`config.mk`:
```
export PLATFORM = sky130hd
export DESIGN_NAME = dccm_port_arbiter
export DESIGN_NICKNAME = d
export VERILOG_FILES = /design/src/rtl/core_pkg.sv /design/src/rtl/dccm_arb_starve_cnt.sv /design/src/rtl/dccm_port_arbiter.sv
export SDC_FILE = /design/constraint.sdc
export NUM_CORES = 1
export LEC_CHECK = 0
export BUFFER_PORTS_ARGS = -buffer_cell sky130_fd_sc_hd__buf_4
export CAP_MARGIN = 30
export CORE_AREA = 2 2 101 103
export CTS_BUF_LIST = sky130_fd_sc_hd__clkbuf_16
export DETAILED_ROUTE_END_ITERATION = 8
export DIE_AREA = 0 0 103 105
export PLACE_DENSITY = 0.46
export SYNTH_ARGS = -nofsm -noshare
export SYNTH_HDL_FRONTEND = slang
export SYNTH_SLANG_ARGS = --single-unit
```
`constraint.sdc`:
```
create_clock -name clk -period 4.7 [get_ports clk]
set_input_delay 0.94 -clock clk [delete_from_list [all_inputs] [get_ports clk]]
set_output_delay 0.94 -clock clk [all_outputs]
set_load 0.01 [all_outputs]
```
`src/rtl/core_pkg.sv`:
```
// Shared DCCM types: the request record passed through the port arbiter and
// the identity of the requester that owns an outstanding read.
package core_pkg;

  localparam int CORE_XLEN = 32;
  localparam int DCCM_AW   = 14;
  localparam int DCCM_BW   = CORE_XLEN / 8;

  typedef struct packed {
    logic                 we;
    logic [DCCM_AW-1:0]   addr;
    logic [CORE_XLEN-1:0] wdata;
    logic [DCCM_BW-1:0]   be;
  } dccm_req_t;

  typedef enum logic {
    OWN_LSU = 1'b0,
    OWN_DMA = 1'b1
  } dccm_owner_e;

endpackage

```
`src/rtl/dccm_arb_starve_cnt.sv`:
```
// Counts consecutive cycles a pending DMA request lost to the LSU and
// saturates at MAX_WAIT; at_max forces the next DMA grant.
module dccm_arb_starve_cnt #(
  parameter int MAX_WAIT = 4
) (
  input  logic clk,
  input  logic rst_n,
  input  logic dma_valid,
  input  logic lsu_grant,
  input  logic dma_grant,
  output logic at_max
);

  localparam int CW = $clog2(MAX_WAIT + 1);

  logic [CW-1:0] cnt_q;
  logic [CW-1:0] cnt_d;

  assign at_max = (cnt_q == CW'(MAX_WAIT));

  // Next-count: a DMA that wins or withdraws starts over with a clean slate
  always_comb begin
    cnt_d = cnt_q;
    if (!dma_valid || dma_grant) begin
      cnt_d = {CW{1'b0}};
    end else if (lsu_grant && !at_max) begin
      cnt_d = cnt_q + CW'(1);
    end else begin
      cnt_d = cnt_q;
    end
  end

  // Counter register
  always_ff @(posedge clk) begin
    if (!rst_n) begin
      cnt_q <= {CW{1'b0}};
    end else begin
      cnt_q <= cnt_d;
    end
  end

endmodule

```
`src/rtl/dccm_port_arbiter.sv`:
```
// Single-port DCCM arbiter between LSU (fixed priority) and DMA, with a
// starvation escape for DMA and a one-cycle read response steered to the owner.
module dccm_port_arbiter #(
  parameter int XLEN         = core_pkg::CORE_XLEN,
  parameter int DCCM_AW      = core_pkg::DCCM_AW,
  parameter int DMA_MAX_WAIT = 4
) (
  input  logic                 clk,
  input  logic                 rst_n,

  input  logic                 lsu_req_valid,
  output logic                 lsu_req_ready,
  input  logic                 lsu_req_we,
  input  logic [DCCM_AW-1:0]   lsu_req_addr,
  input  logic [XLEN-1:0]      lsu_req_wdata,
  input  logic [XLEN/8-1:0]    lsu_req_be,
  output logic                 lsu_rsp_valid,
  output logic [XLEN-1:0]      lsu_rsp_rdata,

  input  logic                 dma_req_valid,
  output logic                 dma_req_ready,
  input  logic                 dma_req_we,
  input  logic [DCCM_AW-1:0]   dma_req_addr,
  input  logic [XLEN-1:0]      dma_req_wdata,
  input  logic [XLEN/8-1:0]    dma_req_be,
  output logic                 dma_rsp_valid,
  output logic [XLEN-1:0]      dma_rsp_rdata,

  output logic                 dccm_en,
  output logic                 dccm_we,
  output logic [DCCM_AW-1:0]   dccm_addr,
  output logic [XLEN-1:0]      dccm_wdata,
  output logic [XLEN/8-1:0]    dccm_be,
  input  logic [XLEN-1:0]      dccm_rdata
);

  import core_pkg::*;

  dccm_req_t   lsu_req_s;
  dccm_req_t   dma_req_s;
  dccm_req_t   sel_req_s;
  logic        lsu_win_s;
  logic        dma_win_s;
  logic        at_max_s;
  logic        pending_q;
  logic        pending_d;
  dccm_owner_e owner_q;
  dccm_owner_e owner_d;

  assign lsu_req_s = '{we: lsu_req_we, addr: lsu_req_addr, wdata: lsu_req_wdata, be: lsu_req_be};
  assign dma_req_s = '{we: dma_req_we, addr: dma_req_addr, wdata: dma_req_wdata, be: dma_req_be};

  dccm_arb_starve_cnt #(
    .MAX_WAIT (DMA_MAX_WAIT)
  ) u_starve_cnt (
    .clk       (clk),
    .rst_n     (rst_n),
    .dma_valid (dma_req_valid),
    .lsu_grant (lsu_win_s),
    .dma_grant (dma_win_s),
    .at_max    (at_max_s)
  );

  // Grant decision; nothing is granted while reset is held
  always_comb begin
    lsu_win_s = 1'b0;
    dma_win_s = 1'b0;
    if (!rst_n) begin
      lsu_win_s = 1'b0;
      dma_win_s = 1'b0;
    end else if (dma_req_valid && (!lsu_req_valid || at_max_s)) begin
      dma_win_s = 1'b1;
    end else if (lsu_req_valid) begin
      lsu_win_s = 1'b1;
    end else begin
      lsu_win_s = 1'b0;
      dma_win_s = 1'b0;
    end
  end

  // Winner mux and response bookkeeping for the next cycle
  always_comb begin
    sel_req_s = '0;
    owner_d   = owner_q;
    pending_d = 1'b0;
    if (dma_win_s) begin
      sel_req_s = dma_req_s;
      owner_d   = OWN_DMA;
    end else if (lsu_win_s) begin
      sel_req_s = lsu_req_s;
      owner_d   = OWN_LSU;
    end else begin
      sel_req_s = '0;
      owner_d   = owner_q;
    end
    pending_d = (lsu_win_s | dma_win_s) & ~sel_req_s.we;
  end

  // Outstanding-read owner and pending flag
  always_ff @(posedge clk) begin
    if (!rst_n) begin
      pending_q <= 1'b0;
      owner_q   <= OWN_LSU;
    end else begin
      pending_q <= pending_d;
      owner_q   <= owner_d;
    end
  end

  assign lsu_req_ready = lsu_win_s;
  assign dma_req_ready = dma_win_s;

  assign dccm_en    = lsu_win_s | dma_win_s;
  assign dccm_we    = sel_req_s.we;
  assign dccm_addr  = sel_req_s.addr;
  assign dccm_wdata = sel_req_s.wdata;
  assign dccm_be    = sel_req_s.be;

  // Gating by rst_n drops a response that was in flight when reset arrived
  assign lsu_rsp_valid = rst_n & pending_q & (owner_q == OWN_LSU);
  assign dma_rsp_valid = rst_n & pending_q & (owner_q == OWN_DMA);
  assign lsu_rsp_rdata = lsu_rsp_valid ? dccm_rdata : {XLEN{1'b0}};
  assign dma_rsp_rdata = dma_rsp_valid ? dccm_rdata : {XLEN{1'b0}};

endmodule

```
### Yosys cells after proc, flatten, opt, wreduce, memory -nomap -nowiden

Index checks and enable logic that the tools add are counted.

| storage, ports and cells | value |
|---|---|
| word-level logic and storage cells | 33 |
| register bits | 5 |
| input port bits | 138 |
| output and inout bits | 120 |

| cells by class | value |
|---|---|
| muxes and demuxes | 11 |
| bitwise logic cells | 8 |
| $add $sub $neg | 1 |
| equal/unequal tests | 1 |
| reduce and logical (&&, ||, !) cells | 9 |

Operator list:

| operator | number |
|---|---|
| 51-bit two-way mux | 2 |
| 32-bit two-way mux | 2 |
| 1-bit two-way mux | 7 |
| 1-bit AND | 4 |
| 3-bit by 1-bit adder with 3-bit output, second input constant | 1 |
| 3-bit == test, second input constant | 1 |
| 1-bit logical NOT | 3 |
| 1-bit inverter | 3 |
| 1-bit logical AND | 2 |
| 1-bit logical OR | 2 |
| 2-bit nonzero test | 1 |
| 2-bit OR reduction | 1 |
| 1-bit bitwise OR | 1 |

### Logic depth before layout (Yosys ltp)

Gate-level depths: netlist of run 1.

| logic depth | value |
|---|---|
| word-level depth | 9 |
| depth in mapped cells | 6 |
| mapped depth without buffers | 5 |

### Cells and area by module

From an unflattened synthesis of run 1, not the netlist that was laid out.

| unflattened totals | value |
|---|---|
| cell total of the unflattened synthesis | 321 |
| area total of the unflattened synthesis | 1554.0 um2 |

By module, submodules not included:

| module | area an instance (um2) | sequential area each (um2) | cells an instance | instances |
|---|---|---|---|---|
| dccm_port_arbiter | 1352.5 | 40.0 | 302 | 1 |
| dccm_arb_starve_cnt | 201.4 | 60.1 | 19 | 1 |

### Worst setup path before layout of run 1

Ideal clock, no wire load.

| path | value |
|---|---|
| path type | in2out |
| from | input rst_n |
| to | output dccm_addr[10] |
| stages on the path | 4 |
| data required time | 3.760 ns |
| slack | 2.121 ns |
| buffers on the path | 1 |
| arrival | 1.639 ns |
| cell sequence | nand2_1 > a31oi_4 > buf_2 > a22o_1 |

| between the ends | value |
|---|---|
| word-level cells in the longest chain between the ends | 3 |
| elaborated cells between the ends (all ways) | 4 |
| classes of those cells | mux: 4 |

Ends and longest elaborated chain:

| element | line | source |
|---|---|---|
| start, declared | dccm_port_arbiter.sv:9 | `input logic rst_n,` |
| 1-bit two-way mux | dccm_port_arbiter.sv:68 | `if (!rst_n) begin` |
| via lsu_req_ready | dccm_port_arbiter.sv:12 | `output logic lsu_req_ready,` |
| 51-bit two-way mux | dccm_port_arbiter.sv:89 | `end else if (lsu_win_s) begin` |
| 51-bit two-way mux | dccm_port_arbiter.sv:86 | `if (dma_win_s) begin` |
| end, declared | dccm_port_arbiter.sv:31 | `output logic [DCCM_AW-1:0] dccm_addr,` |

The timed path passes the listed nets, and every way through them passes these cells.

### Final worst setup path of run 1

| path | value |
|---|---|
| from | input rst_n |
| to | output dma_rsp_rdata[17] |

| between the ends | value |
|---|---|
| word-level cells in the longest chain between the ends | 3 |

Ends and longest elaborated chain:

| element | line | source |
|---|---|---|
| 1-bit AND (2 in a row) | dccm_port_arbiter.sv:121 | `assign dma_rsp_valid = rst_n & pending_q & (owner_q == OWN_DMA);` |
| 32-bit two-way mux | dccm_port_arbiter.sv:123 | `assign dma_rsp_rdata = dma_rsp_valid ? dccm_rdata : {XLEN{1'b0}};` |
| end, declared | dccm_port_arbiter.sv:27 | `output logic [XLEN-1:0] dma_rsp_rdata,` |

No other way between the ends.

==> results.yml, run 1 <==
floorplan:
  ioPinCount: 258
  fp-row-count: 36
  die_w_um: 103
  die_h_um: 105
  initial_core_util_pct: 12.6
  die_area_mm2: 0.0108
  core_mm2: 0.00964
sta:
  tightest_slew_ps: 898
  setup_viol: 0
  max_freq_mhz: 321
  maxSlewViolCount: 0
  worst_slew_margin_rel_pct: 40.1
  setup_slack_ps: 1580
  holdWs_ps: 458
  hold_viol_final: 0
  rsz0062_at_grt: "no"
  period_minus_slack_ps: 3120
  tns_ps: 0
  finClkSkew_ps: 0.486
  fin_crit_sh_pct: 66.3
clocking:
  cts_tree: "built"
  clock_path_buffers: 2
  htree_levels: 1
  cts-resized-gates: 0
  clockRootBuffer: "clkbuf_16"
  cts_setup_buffers: 0
  numCtsBuffers: 3
  hold_buffers: 0
  path_clk_slew_ps: 30
  clkLatencyLatePin_ps: 230
  cts_sinks: 5
synthesis:
  yosys.area.top_type: "a22o_1"
  synth-edff-count: 0
  synth.avg_cell_area_um2: 7.66
  yosysMostFrequentCell: "and2_1"
  yosysWarningCount: 0
  yosysSeqAreaShare_pct: 8.21
  synthCells: 159
  synth.top_cells.by_area: "a22o_1 (37%), and2_1 (33%), dfxtp_1 (8.2%)"
  synth_flop_cell: "dfxtp_1"
  yosys.area.top_type_share_pct: 36.7
  synth_common_cells: "and2_1 (64), a22o_1 (51), buf_2 (7)"
  synth-seq-cells: 5
  synth-async-reset-ratio_pct: 0
  netlist_area_mm2: 0.00122
  synth.distinct_cells: 20
  syn_nets: 299
setup_path:
  crit_fanout: 33
  crit_slowest_cell: "and3_1"
  cp_data_required_time_ps: 3760
  crit_buf_inv: 2
  reg2reg_slack_ps: 2940
  worstSetupPathType: "in2out"
  end_kind: "output port"
  crit_family: "simple AND/OR/NAND/NOR gates"
  crit_top_cell: "buf_4"
  timing.critical_path.cells: "buf_4, and3_1, and2_1, buf_4"
  arrival_ps: 2180
  critPathLaunchType: "input port"
  slowest_delay_ps: 750
drt:
  drc_errors: 0
  wl_per_cell_um: 14.5
  via_per_inst: 3.96
  finalWirelength_mm: 7.83
  ant_nets: 0
  drt_pass1_iterations: 5
  vias: 2137
  initialDrtViolationCount: 63
place:
  preCtsSetupSlack_ps: 1560
  place_congestion: 0.826
  dpl_cell_area_mm2: 0.00323
  dp_hpwl_mm: 6.47
  port-buffer-count: 257
pwr:
  power_frac_seq_pct: 10.8
  swShare_pct: 28.0
  switchingPower_uw: 117
  internal-power_uw: 302
  pwr-share-comb_pct: 56.4
  vdd_drop_max_uv: 198
  total_power_uw: 419
  pwr-share-clk_pct: 32.7
  pwr_density_cell_mw_per_mm2: 127
  p_leak_nw: 1.84
finish:
  final_area_mm2: 0.00331
  area_growth_syn_to_layout_pct: 172
  drive_above_1_share_pct: 65.6
  layout.nets: 548
  diodes: 0
  num-fill-cells: 1043
grt:
  grt_overflow: 0
  track_usage_pct: 12.6
  grt_start_max_net_pins: 54
  antenna_found_initial: 0
  grt_pass1_wl_mm: 10.7
  grt_pass1_vias: 1921
worst_hold_path:
  hold_path_class: "reg2reg"
status:
  status: "completed"
job:
  maxCapViolCount: 0
==> cells in the final DEF (no fill, tap or decap) <==
cell type,count
buf_4,260
and2_1,64
a22o_1,51
inv_1,5
dfxtp_1,5
nand2_1,3
nor2_1,3
clkbuf_16,3
nor3b_1,2
ha_1,2
nand2_2,1
a21oi_4,1
o21ai_0,1
a31oi_4,1
and3_1,1
a221oi_1,1
a31o_2,1
mux2i_1,1
nand3_1,1
==> flip-flops by register name (all words and copies together), names as in the netlist <==
register / flops
u_starve_cnt.cnt_q: 3
owner_q: 1
pending_q: 1
==> power groups by stage <==
| stage | Sequential (mW) | Combinational, mW | Clock [mW] |
|---|---|---|---|
| after global placement | 0.0461 | 0.239 | 0 |
| after global routing | 0.0457 | 0.256 | 0.145 |
| after CTS | 0.0455 | 0.240 | 0.140 |
| after floorplan | 0.0458 | 0.0798 | 0 |
| final | 0.0455 | 0.237 | 0.137 |
| after detailed placement | 0.0461 | 0.240 | 0 |
==> cells by family after synthesis <==
| group | Yosys count | synth area share [%] |
|---|---|---|
| AOI/OAI and AO/OA | 56 | 41.6 |
| DFF | 5 | 8.21 |
| and+or+nand+nor | 75 | 37.4 |
| buffers and inverters | 20 | 9.96 |
| adders and majority gates | 2 | 2.05 |
| muxes | 1 | 0.821 |
==> cell type report <==
| type | instances | area (um^2) | share of cell area (%) |
|---|---|---|---|
| clock buffer | 3 | 75.1 | 2.27 |
| inverter | 4 | 15.0 | 0.454 |
| clock inverter | 1 | 3.75 | 0.113 |
| tap | 133 | 166 | 5.03 |
| timing repair buffer | 260 | 1950 | 59.0 |
| multi-input combinational | 134 | 997 | 30.1 |
| sequential | 5 | 100 | 3.02 |
==> metal layers <==
layer  wire length, um  up-vias  part of all wire, %  global-route usage [%]
met3               618        8                  7.9                    1.81
met5                 0        -                    0                       0
met2              4230       99                   54                    24.2
met1              2880      957                   37                    14.1
met4                98        0                  1.3                    2.91
li1                  -     1073                    -                       -
==> per-stage QoR <==
step,util (%),cells
final,34.3,540
after global routing,34.3,540
after CTS,34.3,540
after detailed placement,33.5,536
after global placement,33.5,536
after floorplan,-,159
==> path summary, 6_finish.rpt <==
kind,start,to,cells after the start
hold reg to reg,u_starve_cnt.cnt_q[0]$_SDFFE_PP0P_,u_starve_cnt.cnt_q[0]$_SDFFE_PP0P_,1
setup / recovery,rst_n,dma_rsp_rdata[17],4
hold / removal,u_starve_cnt.cnt_q[0]$_SDFFE_PP0P_,u_starve_cnt.cnt_q[0]$_SDFFE_PP0P_,1
setup reg to reg,u_starve_cnt.cnt_q[0]$_SDFFE_PP0P_,pending_q$_SDFF_PN0_,6
No activity file was read; power rests on OpenSTA's default activity.
==> run 2, diff against run 1 <==
--- a/config.mk
+++ b/config.mk
@@ -11,7 +11,7 @@
 export CTS_BUF_LIST = sky130_fd_sc_hd__clkbuf_16
 export DETAILED_ROUTE_END_ITERATION = 8
 export DIE_AREA = 0 0 103 105
-export PLACE_DENSITY = 0.46
+export PLACE_DENSITY = 0.47
 export SYNTH_ARGS = -nofsm -noshare
 export SYNTH_HDL_FRONTEND = slang
 export SYNTH_SLANG_ARGS = --single-unit
==> constraint.sdc (replaced) <==
create_clock -name clk -period 2.8 [get_ports clk]
set_input_delay 0.56 -clock clk [delete_from_list [all_inputs] [get_ports clk]]
set_output_delay 0.56 -clock clk [all_outputs]
set_load 0.01 [all_outputs]
==> results.yml, run 2 (synthesized netlist as in run 1, its figures left out) <==
finish:
  final_common_cell: "buf_4"
  area_growth_syn_to_layout_pct: 173
  largest_reg_flops: 3
  layout.nets: 551
  final_area_mm2: 0.00333
  final_cell_count_no_fill: 543
  top_regs: "u_starve_cnt.cnt_q: 3 flops, owner_q: 1 flops, pending_q: 1 flops"
  max_flop_register: "u_starve_cnt.cnt_q"
  drive_above_1_share_pct: 65.9
  final_cell_mix: "buf_4 (263), and2_1 (64), a22o_1 (51), inv_1 (5), dfxtp_1 (5)"
  diodes: 0
setup_path:
  r2r_cells: 6
  rr_endpoint: "pending_q$_SDFF_PN0_"
  timing.critical_path.cells: "inv_1, ha_1, nand2_2, a21oi_4, buf_4, a22o_1, buf_4"
  slowest_delay_ps: 320
  end_kind: "output port"
  crit_slowest_cell: "buf_4"
  crit_top_cell: "buf_4"
  worstSetupPathType: "reg2out"
  crit_fanout: 30
  critPathLaunchType: "register"
  arrival_ps: 1830
  cp_data_required_time_ps: 2240
  reg2reg_slack_ps: 1240
  crit_buf_inv: 3
  r2r-start: "u_starve_cnt.cnt_q[0]$_SDFFE_PP0P_"
  crit_family: "buffers and inverters"
pwr:
  p_leak_nw: 1.86
  pwr-share-clk_pct: 32.4
  internal-power_uw: 509
  vdd_drop_max_uv: 376
  pwr_density_cell_mw_per_mm2: 212
  switchingPower_uw: 198
  pwr-share-comb_pct: 56.8
  swShare_pct: 28.0
  total_power_uw: 708
  power_frac_seq_pct: 10.8
place:
  port-buffer-count: 257
  dp_hpwl_mm: 6.83
  place_inst: 539
  dpl_cell_area_mm2: 0.00325
  place_congestion: 0.850
  preCtsSetupSlack_ps: 642
worst_hold_path:
  min_to: "u_starve_cnt.cnt_q[0]$_SDFFE_PP0P_"
  hold_path_class: "reg2reg"
  min_path_cells: 1
  min_from: "u_starve_cnt.cnt_q[0]$_SDFFE_PP0P_"
sta:
  rsz0062_at_grt: "no"
  fin_crit_sh_pct: 85.5
  period_minus_slack_ps: 2390
  tightest_slew_ps: 494
  worst_slew_margin_rel_pct: 66.7
  setup_viol: 0
  setup_slack_ps: 405
  hold_viol_final: 0
  maxSlewViolCount: 0
  finClkSkew_ps: 0.317
  tns_ps: 0
  max_freq_mhz: 418
floorplan:
  core_mm2: 0.00964
  initial_core_util_pct: 12.6
  fp-row-count: 36
  die_w_um: 103
  die_area_mm2: 0.0108
  die_h_um: 105
  ioPinCount: 258
clocking:
  clockRootBuffer: "clkbuf_16"
  numCtsBuffers: 3
  clock_path_buffers: 2
  hold_buffers: 0
  cts_tree: "built"
  path_clk_slew_ps: 30
  htree_levels: 1
  cts_sinks: 5
  cts-resized-gates: 0
  clkLatencyLatePin_ps: 230
  cts_setup_buffers: 0
grt:
  grt_start_max_net_pins: 34
  grt_overflow: 0
  grt_pass1_vias: 2038
  antenna_found_initial: 0
  grt_pass1_wl_mm: 11.1
  track_usage_pct: 13.2
drt:
  drc_errors: 0
  wl_per_cell_um: 15.0
  ant_nets: 0
  via_per_inst: 4.04
  initialDrtViolationCount: 85
  drt_pass1_iterations: 4
  finalWirelength_mm: 8.13
  vias: 2192
job:
  maxCapViolCount: 0
status:
  status: "completed"
run 2: cell types whose count changed in the layout (fill, tap and decap cells not counted):
cell / delta
buf_4: +3
run 2: worst max path at each step:
| stage | cells after the start | startpoint | slack [ps] | endpoint |
|---|---|---|---|---|
| floorplan | 6 | u_starve_cnt.cnt_q[0]$_SDFFE_PP0P_ | 920 | dccm_addr[10] |
| global placement | 6 | rst_n | 650 | dccm_wdata[10] |
| detailed placement | 6 | rst_n | 640 | dccm_wdata[10] |
| CTS | 7 | u_starve_cnt.cnt_q[0]$_SDFFE_PP0P_ | 410 | dccm_wdata[10] |
| global route | 7 | u_starve_cnt.cnt_q[0]$_SDFFE_PP0P_ | 330 | dccm_wdata[10] |
| finish | 7 | u_starve_cnt.cnt_q[0]$_SDFFE_PP0P_ | 410 | dccm_wdata[10] |
run 2: routing by layer:
metal | track usage [%] | vias up | share of wire (%)
met3 | 2.14 | 19 | 6.9
met1 | 15.4 | 994 | 38
li1 | - | 1080 | -
met4 | 4.14 | 0 | 2.4
met2 | 24.0 | 99 | 53
met5 | 0 | - | 0
run 2: layout make-up:
type	instances	area, um^2
multi-input combinational	134	997
tap	133	166
timing repair buffer	263	1970
sequential	5	100
clock buffer	3	75.1
fill	1060	6310
inverter	4	15.0
clock inverter	1	3.75
run 2: power by group through the flow:
stage	sequential (mW)	clock (mW)	combinational, mW
6_report	0.0763	0.230	0.402
5_1_grt	0.0768	0.240	0.431
4_1_cts	0.0763	0.236	0.406
3_5_place_dp	0.0772	0	0.405
3_3_place_gp	0.0773	0	0.404
2_1_floorplan	0.0768	0	0.134
run 2: metrics by stage:
stage          hold WS [ps]  utilization [%]
2_1_floorplan           427                -
3_3_place_gp            445             33.7
3_5_place_dp            445             33.7
4_1_cts                 450             34.6
5_1_grt                 473             34.6
6_report                449             34.6
==> run 3, diff against run 2 <==
--- a/config.mk
+++ b/config.mk
@@ -5,13 +5,14 @@
 export SDC_FILE = /design/constraint.sdc
 export NUM_CORES = 1
 export LEC_CHECK = 0
+export ABC_AREA = 1
 export BUFFER_PORTS_ARGS = -buffer_cell sky130_fd_sc_hd__buf_4
 export CAP_MARGIN = 30
 export CORE_AREA = 2 2 101 103
 export CTS_BUF_LIST = sky130_fd_sc_hd__clkbuf_16
 export DETAILED_ROUTE_END_ITERATION = 8
 export DIE_AREA = 0 0 103 105
-export PLACE_DENSITY = 0.47
+export PLACE_DENSITY = 0.49
 export SYNTH_ARGS = -nofsm -noshare
 export SYNTH_HDL_FRONTEND = slang
 export SYNTH_SLANG_ARGS = --single-unit
==> results.yml, run 3 <==
setup_path:
  timing.critical_path.cells: "inv_1, ha_1, nand3_1, nand2_2, inv_4, nand2_1, nand2_1, buf_4"
  cp_data_required_time_ps: 2240
  crit_family: "buffers and inverters"
  end_kind: "output port"
  worstSetupPathType: "reg2out"
  arrival_ps: 1760
  crit_fanout: 51
  crit_top_cell: "nand2_1"
  crit_buf_inv: 3
  critPathLaunchType: "register"
  crit_slowest_cell: "inv_4"
  slowest_delay_ps: 350
finish:
  top_regs: "u_starve_cnt.cnt_q: 3 flops, owner_q: 1 flops, pending_q: 1 flops"
  drive_above_1_share_pct: 48.8
  final_common_cell: "buf_4"
  layout.nets: 690
  max_flop_register: "u_starve_cnt.cnt_q"
  largest_reg_flops: 3
  area_growth_syn_to_layout_pct: 152
  diodes: 0
  final_cell_mix: "buf_4 (259), nand2_1 (156), nor2_1 (70), inv_1 (40), nand3_1 (6)"
sta:
  tightest_slew_ps: 497
  rsz0062_at_grt: "no"
  tns_ps: 0
  period_minus_slack_ps: 2320
  hold_viol_final: 0
  finClkSkew_ps: 2.45
  holdWs_ps: 444
  max_freq_mhz: 431
  setup_slack_ps: 482
  fin_crit_sh_pct: 82.8
  maxSlewViolCount: 0
  worst_slew_margin_rel_pct: 66.9
  setup_viol: 0
synthesis:
  yosys.area.top_type_share_pct: 43.6
  synth-edff-count: 0
  netlist_area_mm2: 0.00134
  synthCells: 302
  yosys.area.top_type: "nand2_1"
  synth.distinct_cells: 14
  yosysWarningCount: 0
  synth.top_cells.by_area: "nand2_1 (44%), nor2_1 (20%), inv_1 (11%)"
  yosysMostFrequentCell: "nand2_1"
  yosysSeqAreaShare_pct: 7.45
  synth-async-reset-ratio_pct: 0
  syn_nets: 442
  synth.avg_cell_area_um2: 4.45
  synth_flop_cell: "dfxtp_1"
  synth-seq-cells: 5
  synth_common_cells: "nand2_1 (156), nor2_1 (70), inv_1 (39)"
pwr:
  vdd_drop_max_uv: 530
  pwr_density_cell_mw_per_mm2: 211
  total_power_uw: 716
  pwr-share-comb_pct: 56.6
  swShare_pct: 31.0
  power_frac_seq_pct: 10.7
  switchingPower_uw: 222
  internal-power_uw: 494
  p_leak_nw: 2.23
  pwr-share-clk_pct: 32.7
clocking:
  cts-resized-gates: 0
  hold_buffers: 0
  cts_sinks: 5
  cts_tree: "built"
  cts_setup_buffers: 0
  clkLatencyLatePin_ps: 230
  htree_levels: 1
  path_clk_slew_ps: 30
  clock_path_buffers: 2
  numCtsBuffers: 3
  clockRootBuffer: "clkbuf_16"
drt:
  drc_errors: 0
  finalWirelength_mm: 7.34
  ant_nets: 0
  via_per_inst: 3.76
  initialDrtViolationCount: 75
  wl_per_cell_um: 10.8
  vias: 2567
  drt_pass1_iterations: 5
grt:
  grt_pass1_vias: 2204
  grt_pass1_wl_mm: 10.4
  track_usage_pct: 11.7
  grt_start_max_net_pins: 52
  grt_overflow: 0
  antenna_found_initial: 0
floorplan:
  die_h_um: 105
  initial_core_util_pct: 13.9
  fp-row-count: 36
  die_area_mm2: 0.0108
  ioPinCount: 258
  die_w_um: 103
  core_mm2: 0.00964
place:
  dp_hpwl_mm: 6.05
  port-buffer-count: 257
  preCtsSetupSlack_ps: 608
  place_congestion: 0.813
status:
  status: "completed"
worst_hold_path:
  hold_path_class: "reg2reg"
job:
  maxCapViolCount: 0
## run 3: cell types whose count changed in the layout (fill, tap and decap cells not counted), sizes merged, moves of 5 or more
cell / before / now
a22o: 51 / 0
and2: 64 / 0
inv: 5 / 43
nand2: 4 / 159
nand3: 1 / 6
nor2: 3 / 70
## run 3: worst paths after layout
check,cells past startpoint,slack (ps),start,to
hold / removal,1,440,u_starve_cnt.cnt_q[0]$_SDFFE_PP0P_,u_starve_cnt.cnt_q[0]$_SDFFE_PP0P_
setup / recovery,8,480,u_starve_cnt.cnt_q[0]$_SDFFE_PP0P_,dccm_wdata[6]
setup reg to reg,6,1730,u_starve_cnt.cnt_q[0]$_SDFFE_PP0P_,pending_q$_SDFF_PN0_
hold reg to reg,1,440,u_starve_cnt.cnt_q[0]$_SDFFE_PP0P_,u_starve_cnt.cnt_q[0]$_SDFFE_PP0P_
## run 3: cell families (layout without fill, tap and decap cells)
kind of cell               count (synthesis)  count (layout)  share of synthesized area [%]
xor gates and xnor gates                   1               1                          0.652
and+or+nand+nor                          235             235                           66.8
DFF                                        5               5                           7.45
buffers and inverters                     59             306                           23.3
adders and majority gates                  2               2                           1.86
## run 3: power groups by stage
stage	Clock, mW	Combinational [mW]	Sequential [mW]
finish	0.234	0.405	0.0767
global route	0.245	0.444	0.0769
CTS	0.240	0.410	0.0766
detailed placement	0	0.408	0.0777
global placement	0	0.407	0.0774
floorplan	0	0.149	0.0772
## run 3: cell type report
type / instances / area, um^2
Clock buffer: 3 / 75.1
Clock inverter: 1 / 3.75
Fill cell: 1099 / 6250
Inverter: 43 / 166
Multi-Input combinational cell: 238 / 931
Sequential cell: 5 / 100
Tap cell: 133 / 166
Timing Repair Buffer: 259 / 1940
## run 3: stage by stage
stage	utilization, %	cell area [um^2]	instances
floorplan	-	1340	302
global placement	34.3	3310	678
detailed placement	34.3	3310	678
CTS	35.1	3390	682
global route	35.1	3390	682
finish	35.1	3390	682
## run 3: routing by layer
metal / track usage [%] / up-vias / part of all wire (%)
li1: - / 1348 / -
met3: 1.40 / 14 / 9.2
met5: 0 / - / 0
met4: 3.76 / 0 / 2.4
met2: 22.9 / 141 / 53
met1: 12.4 / 1064 / 35
